$ cat config.mk
export PLATFORM = sky130hd
export DESIGN_NAME = epochtv1_vidcap
export DESIGN_NICKNAME = d
export VERILOG_FILES = /design/src/rtl/epochtv1_vidcap_pkg.sv /design/src/rtl/epochtv1_vidcap_crc.sv /design/src/rtl/epochtv1_vidcap.sv
export SDC_FILE = /design/constraint.sdc
export NUM_CORES = 1
export LEC_CHECK = 0
export CAP_MARGIN = 25
export CORE_MARGIN = 2
export CORE_UTILIZATION = 55
export DETAILED_ROUTE_END_ITERATION = 7
export PLACE_DENSITY = 0.79
export SKIP_LAST_GASP = 1
export SYNTH_ARGS = -nofsm -noshare
export SYNTH_HDL_FRONTEND = slang
export SYNTH_SLANG_ARGS = --single-unit
export TNS_END_PERCENT = 5
$ cat constraint.sdc
create_clock -name CLK -period 4.7 [get_ports CLK]
set_input_delay 0.705 -clock CLK [delete_from_list [all_inputs] [get_ports CLK]]
set_output_delay 0.705 -clock CLK [all_outputs]
set_load 0.02 [all_outputs]
$ cat src/rtl/epochtv1_vidcap_pkg.sv
`default_nettype none
// ============================================================================
// Module      : epochtv1_vidcap_pkg
// Description : Shared constants, arm-FSM state type and the 24-bit-per-step
//               reflected CRC-32 update used by the video capture monitor.
// Revision    : 1.0 - initial release
// ============================================================================
package epochtv1_vidcap_pkg;

  // CRC-32 IEEE, normal (MSB-first) polynomial form and initial value.
  localparam logic [31:0] CRC_POLY = 32'h04C11DB7;
  localparam logic [31:0] CRC_INIT = 32'hFFFFFFFF;

  // Arm FSM: IDLE until the first VS edge, then every VS edge closes a frame.
  typedef enum logic [0:0] {
    ST_IDLE = 1'b0,
    ST_RUN  = 1'b1
  } arm_state_t;

  // Bit reversal, used to turn the normal polynomial into the reflected one.
  function automatic logic [31:0] bitrev32(input logic [31:0] v);
    logic [31:0] r;
    for (int i = 0; i < 32; i++) begin
      r[i] = v[31-i];
    end
    return r;
  endfunction

  // One reflected CRC step over a 24-bit pixel. Bytes are absorbed in the
  // order R, G, B, each LSB first, matching a byte-wise reflected CRC-32.
  function automatic logic [31:0] crc32_refl_d24(input logic [31:0] crc,
                                                 input logic [23:0] data);
    logic [31:0] c;
    logic [31:0] poly_r;
    logic [23:0] d;
    c      = crc;
    poly_r = bitrev32(CRC_POLY);
    d      = {data[7:0], data[15:8], data[23:16]};
    for (int i = 0; i < 24; i++) begin
      if (c[0] ^ d[i]) begin
        c = (c >> 1) ^ poly_r;
      end else begin
        c = c >> 1;
      end
    end
    return c;
  endfunction

endpackage
`default_nettype wire

$ cat src/rtl/epochtv1_vidcap_crc.sv
`default_nettype none
// ============================================================================
// Module      : epochtv1_vidcap_crc
// Description : Combinational CRC-32 step absorbing one 24-bit RGB pixel.
// Revision    : 1.0 - initial release
// ============================================================================
module epochtv1_vidcap_crc
  import epochtv1_vidcap_pkg::*;
(
  input  logic [31:0] crc_in,
  input  logic [23:0] data,
  output logic [31:0] crc_out
);

  assign crc_out = crc32_refl_d24(crc_in, data);

endmodule
`default_nettype wire

$ cat src/rtl/epochtv1_vidcap.sv
`default_nettype none
// ============================================================================
// Module      : epochtv1_vidcap
// Description : Video-stream capture monitor. Measures line/frame geometry and
//               a CRC-32 of the active pixels per frame, latching the results
//               and pulsing DONE at every frame boundary (VS edge).
// Revision    : 1.0 - initial release
// ============================================================================
module epochtv1_vidcap
  import epochtv1_vidcap_pkg::*;
#(
  parameter logic SYNC_ACT = 1'b1,
  parameter int   HW       = 11,
  parameter int   VW       = 10
) (
  input  logic          CLK,
  input  logic          RESB,
  input  logic          CE,
  input  logic          DE,
  input  logic          HS,
  input  logic          VS,
  input  logic [23:0]   RGB,
  output logic [HW-1:0] HTOT,
  output logic [HW-1:0] HACT,
  output logic [VW-1:0] VTOT,
  output logic [VW-1:0] VACT,
  output logic [31:0]   CRC,
  output logic [15:0]   FCNT,
  output logic          OVF,
  output logic          VALID,
  output logic          DONE
);

  localparam logic [HW-1:0] c_h_max = {HW{1'b1}};
  localparam logic [HW-1:0] c_h_one = {{(HW-1){1'b0}}, 1'b1};
  localparam logic [VW-1:0] c_v_max = {VW{1'b1}};
  localparam logic [VW-1:0] c_v_one = {{(VW-1){1'b0}}, 1'b1};

  arm_state_t    r_state;
  arm_state_t    w_state_nxt;

  logic          r_hs_prev;
  logic          r_vs_prev;
  logic          w_hs_edge;
  logic          w_vs_edge;
  logic          w_close;

  logic [HW-1:0] r_hcnt,      w_hcnt_nxt;
  logic [HW-1:0] r_hde,       w_hde_nxt;
  logic [HW-1:0] r_htot_last, w_htot_last_nxt;
  logic [HW-1:0] r_hact_last, w_hact_last_nxt;
  logic [VW-1:0] r_vcnt,      w_vcnt_nxt;
  logic [VW-1:0] r_vde,       w_vde_nxt;
  logic [31:0]   r_crc,       w_crc_nxt;
  logic          r_ovf_flag,  w_ovf_nxt;

  logic [31:0]   w_crc_base;
  logic [31:0]   w_crc_step;
  logic [31:0]   w_crc_upd;

  logic          w_line_open;
  logic [HW-1:0] w_hact_close;
  logic          w_vtot_sat;
  logic          w_vact_sat;
  logic [VW-1:0] w_vtot_close;
  logic [VW-1:0] w_vact_close;

  // Sync edges are evaluated tick-to-tick only; non-CE cycles are invisible.
  assign w_hs_edge = CE && (HS == SYNC_ACT) && (r_hs_prev != SYNC_ACT);
  assign w_vs_edge = CE && (VS == SYNC_ACT) && (r_vs_prev != SYNC_ACT);
  assign w_close   = w_vs_edge && (r_state == ST_RUN);

  // A VS edge restarts the CRC, and the pixel on that tick already belongs
  // to the new frame, so it is absorbed on top of the fresh init value.
  assign w_crc_base = w_vs_edge ? CRC_INIT : r_crc;
  assign w_crc_upd  = DE ? w_crc_step : w_crc_base;

  epochtv1_vidcap_crc u_crc (
    .crc_in  (w_crc_base),
    .data    (RGB),
    .crc_out (w_crc_step)
  );

  // Frame-close values: the line still open at the VS edge counts as a line.
  assign w_line_open  = (r_hde != '0);
  assign w_hact_close = w_line_open ? r_hde : r_hact_last;
  assign w_vtot_sat   = (r_vcnt == c_v_max);
  assign w_vact_sat   = w_line_open && (r_vde == c_v_max);
  assign w_vtot_close = w_vtot_sat ? c_v_max : (r_vcnt + c_v_one);
  assign w_vact_close = !w_line_open ? r_vde :
                        (w_vact_sat ? c_v_max : (r_vde + c_v_one));

  // Arm FSM state register.
  always_ff @(posedge CLK or negedge RESB) begin
    if (!RESB) begin
      r_state <= ST_IDLE;
    end else begin
      r_state <= w_state_nxt;
    end
  end

  // Arm FSM next state: the first VS edge arms, after that it stays armed.
  always_comb begin
    w_state_nxt = r_state;
    case (r_state)
      ST_IDLE: if (w_vs_edge) w_state_nxt = ST_RUN;
      ST_RUN:  w_state_nxt = ST_RUN;
      default: w_state_nxt = ST_IDLE;
    endcase
  end

  // Previous-sync registers, sampled on ticks, reset to the inactive level.
  always_ff @(posedge CLK or negedge RESB) begin
    if (!RESB) begin
      r_hs_prev <= ~SYNC_ACT;
      r_vs_prev <= ~SYNC_ACT;
    end else if (CE) begin
      r_hs_prev <= HS;
      r_vs_prev <= VS;
    end
  end

  // Running-counter next values: VS restart, HS line close, or plain tick.
  always_comb begin
    w_hcnt_nxt      = r_hcnt;
    w_hde_nxt       = r_hde;
    w_htot_last_nxt = r_htot_last;
    w_hact_last_nxt = r_hact_last;
    w_vcnt_nxt      = r_vcnt;
    w_vde_nxt       = r_vde;
    w_crc_nxt       = r_crc;
    w_ovf_nxt       = r_ovf_flag;
    if (CE) begin
      if (w_vs_edge) begin
        // New frame; a coincident HS edge is absorbed here, not counted.
        w_hcnt_nxt      = c_h_one;
        w_hde_nxt       = {{(HW-1){1'b0}}, DE};
        w_htot_last_nxt = '0;
        w_hact_last_nxt = '0;
        w_vcnt_nxt      = '0;
        w_vde_nxt       = '0;
        w_crc_nxt       = w_crc_upd;
        w_ovf_nxt       = 1'b0;
      end else if (r_state == ST_RUN) begin
        w_crc_nxt = w_crc_upd;
        if (w_hs_edge) begin
          w_htot_last_nxt = r_hcnt;
          if (r_hde != '0) begin
            w_hact_last_nxt = r_hde;
            if (r_vde == c_v_max) w_ovf_nxt = 1'b1;
            else                  w_vde_nxt = r_vde + c_v_one;
          end
          if (r_vcnt == c_v_max) w_ovf_nxt  = 1'b1;
          else                   w_vcnt_nxt = r_vcnt + c_v_one;
          w_hcnt_nxt = c_h_one;
          w_hde_nxt  = {{(HW-1){1'b0}}, DE};
        end else begin
          if (r_hcnt == c_h_max) w_ovf_nxt  = 1'b1;
          else                   w_hcnt_nxt = r_hcnt + c_h_one;
          if (DE) begin
            if (r_hde == c_h_max) w_ovf_nxt = 1'b1;
            else                  w_hde_nxt = r_hde + c_h_one;
          end
        end
      end
    end
  end

  // Running-counter registers.
  always_ff @(posedge CLK or negedge RESB) begin
    if (!RESB) begin
      r_hcnt      <= '0;
      r_hde       <= '0;
      r_htot_last <= '0;
      r_hact_last <= '0;
      r_vcnt      <= '0;
      r_vde       <= '0;
      r_crc       <= CRC_INIT;
      r_ovf_flag  <= 1'b0;
    end else begin
      r_hcnt      <= w_hcnt_nxt;
      r_hde       <= w_hde_nxt;
      r_htot_last <= w_htot_last_nxt;
      r_hact_last <= w_hact_last_nxt;
      r_vcnt      <= w_vcnt_nxt;
      r_vde       <= w_vde_nxt;
      r_crc       <= w_crc_nxt;
      r_ovf_flag  <= w_ovf_nxt;
    end
  end

  // Result registers: latched and DONE pulsed on every frame close.
  always_ff @(posedge CLK or negedge RESB) begin
    if (!RESB) begin
      HTOT  <= '0;
      HACT  <= '0;
      VTOT  <= '0;
      VACT  <= '0;
      CRC   <= '0;
      FCNT  <= '0;
      OVF   <= 1'b0;
      VALID <= 1'b0;
      DONE  <= 1'b0;
    end else begin
      DONE <= 1'b0;
      if (w_close) begin
        HTOT  <= r_htot_last;
        HACT  <= w_hact_close;
        VTOT  <= w_vtot_close;
        VACT  <= w_vact_close;
        CRC   <= ~r_crc;
        FCNT  <= FCNT + 16'd1;
        OVF   <= r_ovf_flag | w_vtot_sat | w_vact_sat;
        VALID <= 1'b1;
        DONE  <= 1'b1;
      end
    end
  end

endmodule
`default_nettype wire

==> results of run 1 <==
Yosys cell counts (all sizes together) (4+ instances only):
| master | n |
|---|---|
| dfrtp | 161 |
| nand2 | 153 |
| xnor2 | 133 |
| o21ai | 97 |
| nor2 | 86 |
| xor2 | 59 |
| clkbuf | 39 |
| dfstp | 32 |
| o22a | 31 |
| a21oi | 27 |
| a22o | 22 |
| xnor3 | 21 |
| nand3 | 20 |
| a31oi | 16 |
| buf | 14 |
| and3 | 11 |
| nand4 | 11 |
| o31ai | 9 |
| nand4b | 8 |
| o211ai | 8 |
| or2 | 8 |
| inv | 7 |
| a211oi | 6 |
| ha | 6 |
| nor3 | 6 |
| xor3 | 6 |
| a21o | 4 |
| and4b | 4 |
| o21a | 4 |
cell families after synthesis:
kind of cell	after synthesis	synth area share (%)
simple gates	325	13.75
xor+xnor	219	22.63
fa+ha+maj	6	0.7044
compound gates	233	14.79
mux	1	0.1057
flops	193	45.69
buf+inv	60	2.325
state kept, by name (all words and copies together), names as in the netlist:
signal and cells:
r_vcnt 10, VACT 10, r_hcnt 11, r_htot_last 11
VALID 1, CRC 32, r_ovf_flag 1, r_hde 11
FCNT 16, r_hact_last 11, r_crc 32, r_vde 10
DONE 1, OVF 1, VTOT 10, r_vs_prev 1
HACT 11, r_state 1, r_hs_prev 1, HTOT 11
final cells by class:
cell class / instances / area [um^2] / area share, %
clock inverters: 13 / 152.6 / 1.188
inverters: 7 / 26.28 / 0.2045
multi-input cells: 784 / 5552 / 43.21
well taps: 260 / 325.3 / 2.532
flip-flops and latches: 193 / 4870 / 37.90
clock buffers: 19 / 432.9 / 3.369
repair buffers: 153 / 1490 / 11.60
layer usage:
| metal | GRT usage [%] | up-vias | part of all wire, % |
|---|---|---|---|
| met4 | 7.504 | 0 | 1.7 |
| met2 | 42.53 | 240 | 48 |
| met1 | 36.05 | 3927 | 45 |
| li1 | - | 3817 | - |
| met5 | 0 | - | 0 |
| met3 | 4.091 | 37 | 4.7 |
worst max path at each step:
stage / start / endpoint / slack [ns] / cells past startpoint
3_5_place_dp: CE / r_crc[21] / 0.28 / 11
6_report: CE / r_crc[21] / 0.68 / 11
5_1_grt: CE / r_crc[21] / 0.52 / 11
4_1_cts: CE / r_crc[21] / 0.72 / 11
3_3_place_gp: CE / r_crc[19] / 0.35 / 11
2_1_floorplan: CE / r_crc[25] / 0.86 / 10
stage by stage:
stage | util, % | area, um^2 | hold slack [ns] | setup WS, ns
after global placement | 64.98 | 12240 | 0.4505 | 0.3494
after global routing | 68.23 | 12850 | 0.2566 | 0.5249
after floorplan | - | 10660 | 0.4094 | 0.8572
after CTS | 68.09 | 12820 | 0.4745 | 0.7194
after detailed placement | 64.98 | 12240 | 0.4599 | 0.2793
final | 68.23 | 12850 | 0.2202 | 0.6783
placed cells by master (no fill, tap or decap), types with 16 or more instances in the layout:
master / instances
dfrtp_1: 161
nand3_1: 20
a21oi_1: 27
xnor3_1: 18
nor2_1: 84
xor2_1: 54
clkbuf_16: 17
a22o_1: 22
nand2_1: 152
o21ai_0: 95
o22a_1: 31
dfstp_2: 32
clkdlybuf4s50_1: 121
a31oi_1: 16
buf_4: 29
xnor2_1: 127
==> metrics.txt, run 1 <==
status completed; hold crit path type in -> async; cell taking the most area after synthesis dfrtp_1; Cell Area, Synth 10,660 um^2; area share of the largest cell type after synthesis 37.80%; Die W 143.2 um; routability cong. 0.9773; Setup Fix Bufs, Post-CTS 0; clock edge transition at the registers on the reported setup and hold paths 0.07 ns; drt via density 5.613; Initial Utilization 56.60%; gr usage total 25.98%; Clock Tree Buf Depth 2; Slew HR 36.48%; share of cells above drive strength 1 11.46%; Synth Register Bits 193; Worst Path Buf+Inv 2; initial antenna violation count 0; family with the most delay on the worst path XOR/XNOR gates; worst reg2reg path depth 10; Ys Warns 0; die height 143.2 um; first-pass GRT wire length 41,250 um; Initial DRC Count 752; htree depth 4; largest net degree at the start of global routing 131; post-synth cell types 62; final slew viol count 0; global route total overflow 0; Area Growth Syn to Fin 20.56%; share of the clock period used by the worst path after layout 85.57%; unrepaired setup endpoints after global routing no; CTS tree done; R2R Setup Slk 0.72 ns; Placed Instances 1,396; Wirelength per Cell 17.81 um; Worst EP required 5.06 ns; DRC errors left 0; slowest CP cell xnor3_1; Syn Area/Cell 10.28 um^2; setup violation total in the final timing report 0; 1st-pass router iterations 6; vias in the first global route 7,674; Most used DFF post-synth dfrtp_1; crit-path most repeated cell xnor3_1; reg2reg end r_crc[21]; cts hold-fix bufs 0; crit path time final 4.022 ns; Max-Cap Viols 0; CORE AREA 18,830 um^2; final std cells w/o fill 1,429; CP arrival 4.39 ns; final clock skew 0.01185 ns; Seq/Total Area, Yosys 45.69%; RR Startpoint r_vs_prev; Ant. Diodes 0; EDFF count, synth 0; WS Path Type in -> reg; worst skew pair latency 0.44 ns; Setup TNS 0 ns; # rows 50; post-cts resize count 0; synthesized instance count 1,037; port buffer count 122; Die ar. 20,510 um^2; worst slew pin tran 0.9484 ns; max incr delay on CP 0.57 ns; synth top area cells dfrtp_1 (38%), xnor2_1 (10%), dfstp_2 (7.9%); routed wire length 25,450 um; dpl hpwl 18,430 um; io pins 123; Worst Setup Start Kind primary input; Post-synth ARST share 100.0%; fill count 1,435; final hold vios 0; cts bufs inserted 17; total clock sinks 193; Final ANT Viol Nets 0; critical-path maximum fanout 11; critical-path cell list clkdlybuf4s50_1 -> and3b_2 -> buf_4 -> nor2_2 -> xnor3_2 -> xnor3_1 -> xnor3_1 -> xor3_2 -> xor2_2 -> xnor2_1 -> o22a_1; CP endpoint kind register; Net Count, Synth 1,073; clock root buffer clkbuf_16; via count 8,021; achievable frequency 248.7 MHz; Final nets 1,192
Power of run 1 is not shown: default switching activity piles up to over one toggle a cycle in this logic, so the estimate is an artifact.
==> inputs of run 2 (changes only) <==
==> constraint.sdc (replaced) <==
create_clock -name CLK -period 4.5 [get_ports CLK]
set_input_delay 0.675 -clock CLK [delete_from_list [all_inputs] [get_ports CLK]]
set_output_delay 0.675 -clock CLK [all_outputs]
set_load 0.02 [all_outputs]
==> run 2 against run 1 <==
Against the previous run:
- utilization barely moved
- critical endpoint is now r_crc[14]
- non-clock buffer count rose by 3
- final cell count rose by 0.21%
- largest cell class unchanged
- worst setup slack got worse by 0.18 ns
- global-route usage rose by 0.47 points
- wire length rose by 1.5%
- highest routed layer unchanged
==> metrics.txt, run 2 (synthesis gave the netlist of run 1 again) <==
status completed; via count 8,035 (+0.17%); gr usage total 26.45% (+0.47 points); Final ANT Viol Nets 0 (unchanged); cts hold-fix bufs 0 (unchanged); Ant. Diodes 0 (unchanged); port buffer count 122 (unchanged); Die ar. 20,510 um^2 (unchanged); 1st-pass router iterations 5 (-1); critical-path maximum fanout 5 (-6); worst slew pin tran 0.9461 ns (-0.002230 ns); CORE AREA 18,830 um^2 (unchanged); biggest regs CRC x32, r_crc x32, FCNT x16; Clock Tree Buf Depth 2 (unchanged); DRC errors left 0 (unchanged); largest net degree at the start of global routing 119 (-9.2%); Slew HR 36.63% (+0.15 points); unrepaired setup endpoints after global routing no; drt via density 5.611 (about the same); Reg area 4870 um^2 (unchanged); multi-input logic area 5552 um^2 (unchanged); crit path time final 4.003 ns; Setup Fix Bufs, Post-CTS 0 (unchanged); share of cells above drive strength 1 11.69% (+0.23 points); htree depth 4 (unchanged); io pins 123 (unchanged); global route total overflow 0 (unchanged); Area Growth Syn to Fin 20.63% (about the same); WS Path Type in -> reg; share of the clock period used by the worst path after layout 88.95%; Initial DRC Count 628 (-16%); CP endpoint kind register; Wirelength per Cell 18.05 um (+1.3%); most common cell after layout, fill and taps aside dfrtp_1; initial antenna violation count 0 (unchanged); first-pass GRT wire length 42,020 um (+1.9%); worst skew pair latency 0.44 ns (about the same); max incr delay on CP 0.60 ns (+0.03 ns); # rows 50 (unchanged); crit-path most repeated cell xor2_1; Worst EP required 4.88 ns (-0.18 ns); slowest CP cell xor3_2; Initial Utilization 56.60% (unchanged); total clock sinks 193 (unchanged); routability cong. 1.001 (+2.4%); Worst Setup Start Kind primary input; clock root buffer clkbuf_16; Die W 143.2 um (unchanged); Final nets 1,195 (+0.25%); final slew viol count 0 (unchanged); routed wire length 25,840 um (+1.5%); family with the most delay on the worst path XOR/XNOR gates; hold crit path type in -> async; vias in the first global route 7,875 (+2.6%); critical-path cell list clkdlybuf4s50_1 -> and3b_2 -> o211ai_1 -> xor3_2 -> xnor3_1 -> xor2_4 -> xor2_1 -> xor2_1 -> xnor2_1 -> o22a_1; CTS tree done; CP arrival 4.39 ns (about the same); final hold vios 0 (unchanged); fill count 1,462 (+1.9%); setup violation total in the final timing report 0 (unchanged); die height 143.2 um (unchanged); clock edge transition at the registers on the reported setup and hold paths 0.07 ns (about the same); Worst Path Buf+Inv 1 (-1); Setup TNS 0 ns (unchanged); achievable frequency 249.8 MHz; dpl hpwl 18,690 um (+1.4%); most frequent cells in the layout dfrtp_1 (161), nand2_1 (152), xnor2_1 (127); Max-Cap Viols 0 (unchanged); post-cts resize count 0 (unchanged); cts bufs inserted 17 (unchanged); final clock skew 0.01280 ns (+0.0009428 ns)
-- run 2: changes by cell type in the layout (fill, tap and decap cells not counted), sizes merged --
cell,before,now
buf,31,34
bufinv,2,1
clkbuf,20,22
clkinv,2,4
clkinvlp,4,1
-- run 2: worst reg2reg max path: cells and delay by family, from the launching register on --
family           cells  cell delay [ns]
AO/OA/AOI/OAI        2             0.74
XOR/XNOR             6             2.28
flip-flops           1             0.58
AND/OR/NAND/NOR      1             0.33
-- run 2: per-stage QoR --
stage	hold slack (ns)	instance area [um^2]	cells	worst slack, ns	util, %
final	0.3308	12860	1432	0.4971	68.27
after detailed placement	0.4610	12280	1400	0.08633	65.20
after CTS	0.3988	12860	1432	0.4892	68.27
after global routing	0.4312	12860	1432	0.3958	68.27
after floorplan	0.3794	10660	1037	0.6872	-
after global placement	0.4513	12280	1400	0.09858	65.20
-- run 2: worst paths after layout --
kind | startpoint | to | slack [ns] | depth (start not counted)
max reg2reg | r_vs_prev | r_crc[14] | 0.53 | 9
max | CE | r_crc[14] | 0.50 | 10
min reg2reg | FCNT[15] | FCNT[15] | 0.47 | 1
min in group CLK | FCNT[15] | FCNT[15] | 0.47 | 1
max in group asynchronous | RESB | r_crc[11] | 3.23 | 2
min | RESB | r_vcnt[0] | 0.33 | 1
-- run 2: cell type report --
type                    instances  area share (%)
clock buffers                  21           3.582
clock inverters                11          0.9148
inverters                       7          0.2044
multi-input cells             784           43.18
flip-flops and latches        193           37.88
well taps                     260           2.530
repair buffers                156           11.71
-- run 2: metal layers --
| layer | vias up | GRT usage (%) | part of all wire (%) |
|---|---|---|---|
| met5 | - | 0 | 0 |
| met4 | 0 | 9.119 | 2.7 |
| met3 | 51 | 4.259 | 4.9 |
| met2 | 267 | 43.34 | 48 |
| met1 | 3893 | 35.96 | 45 |
| li1 | 3824 | - | - |
Power of run 2 is left out for the same reason.
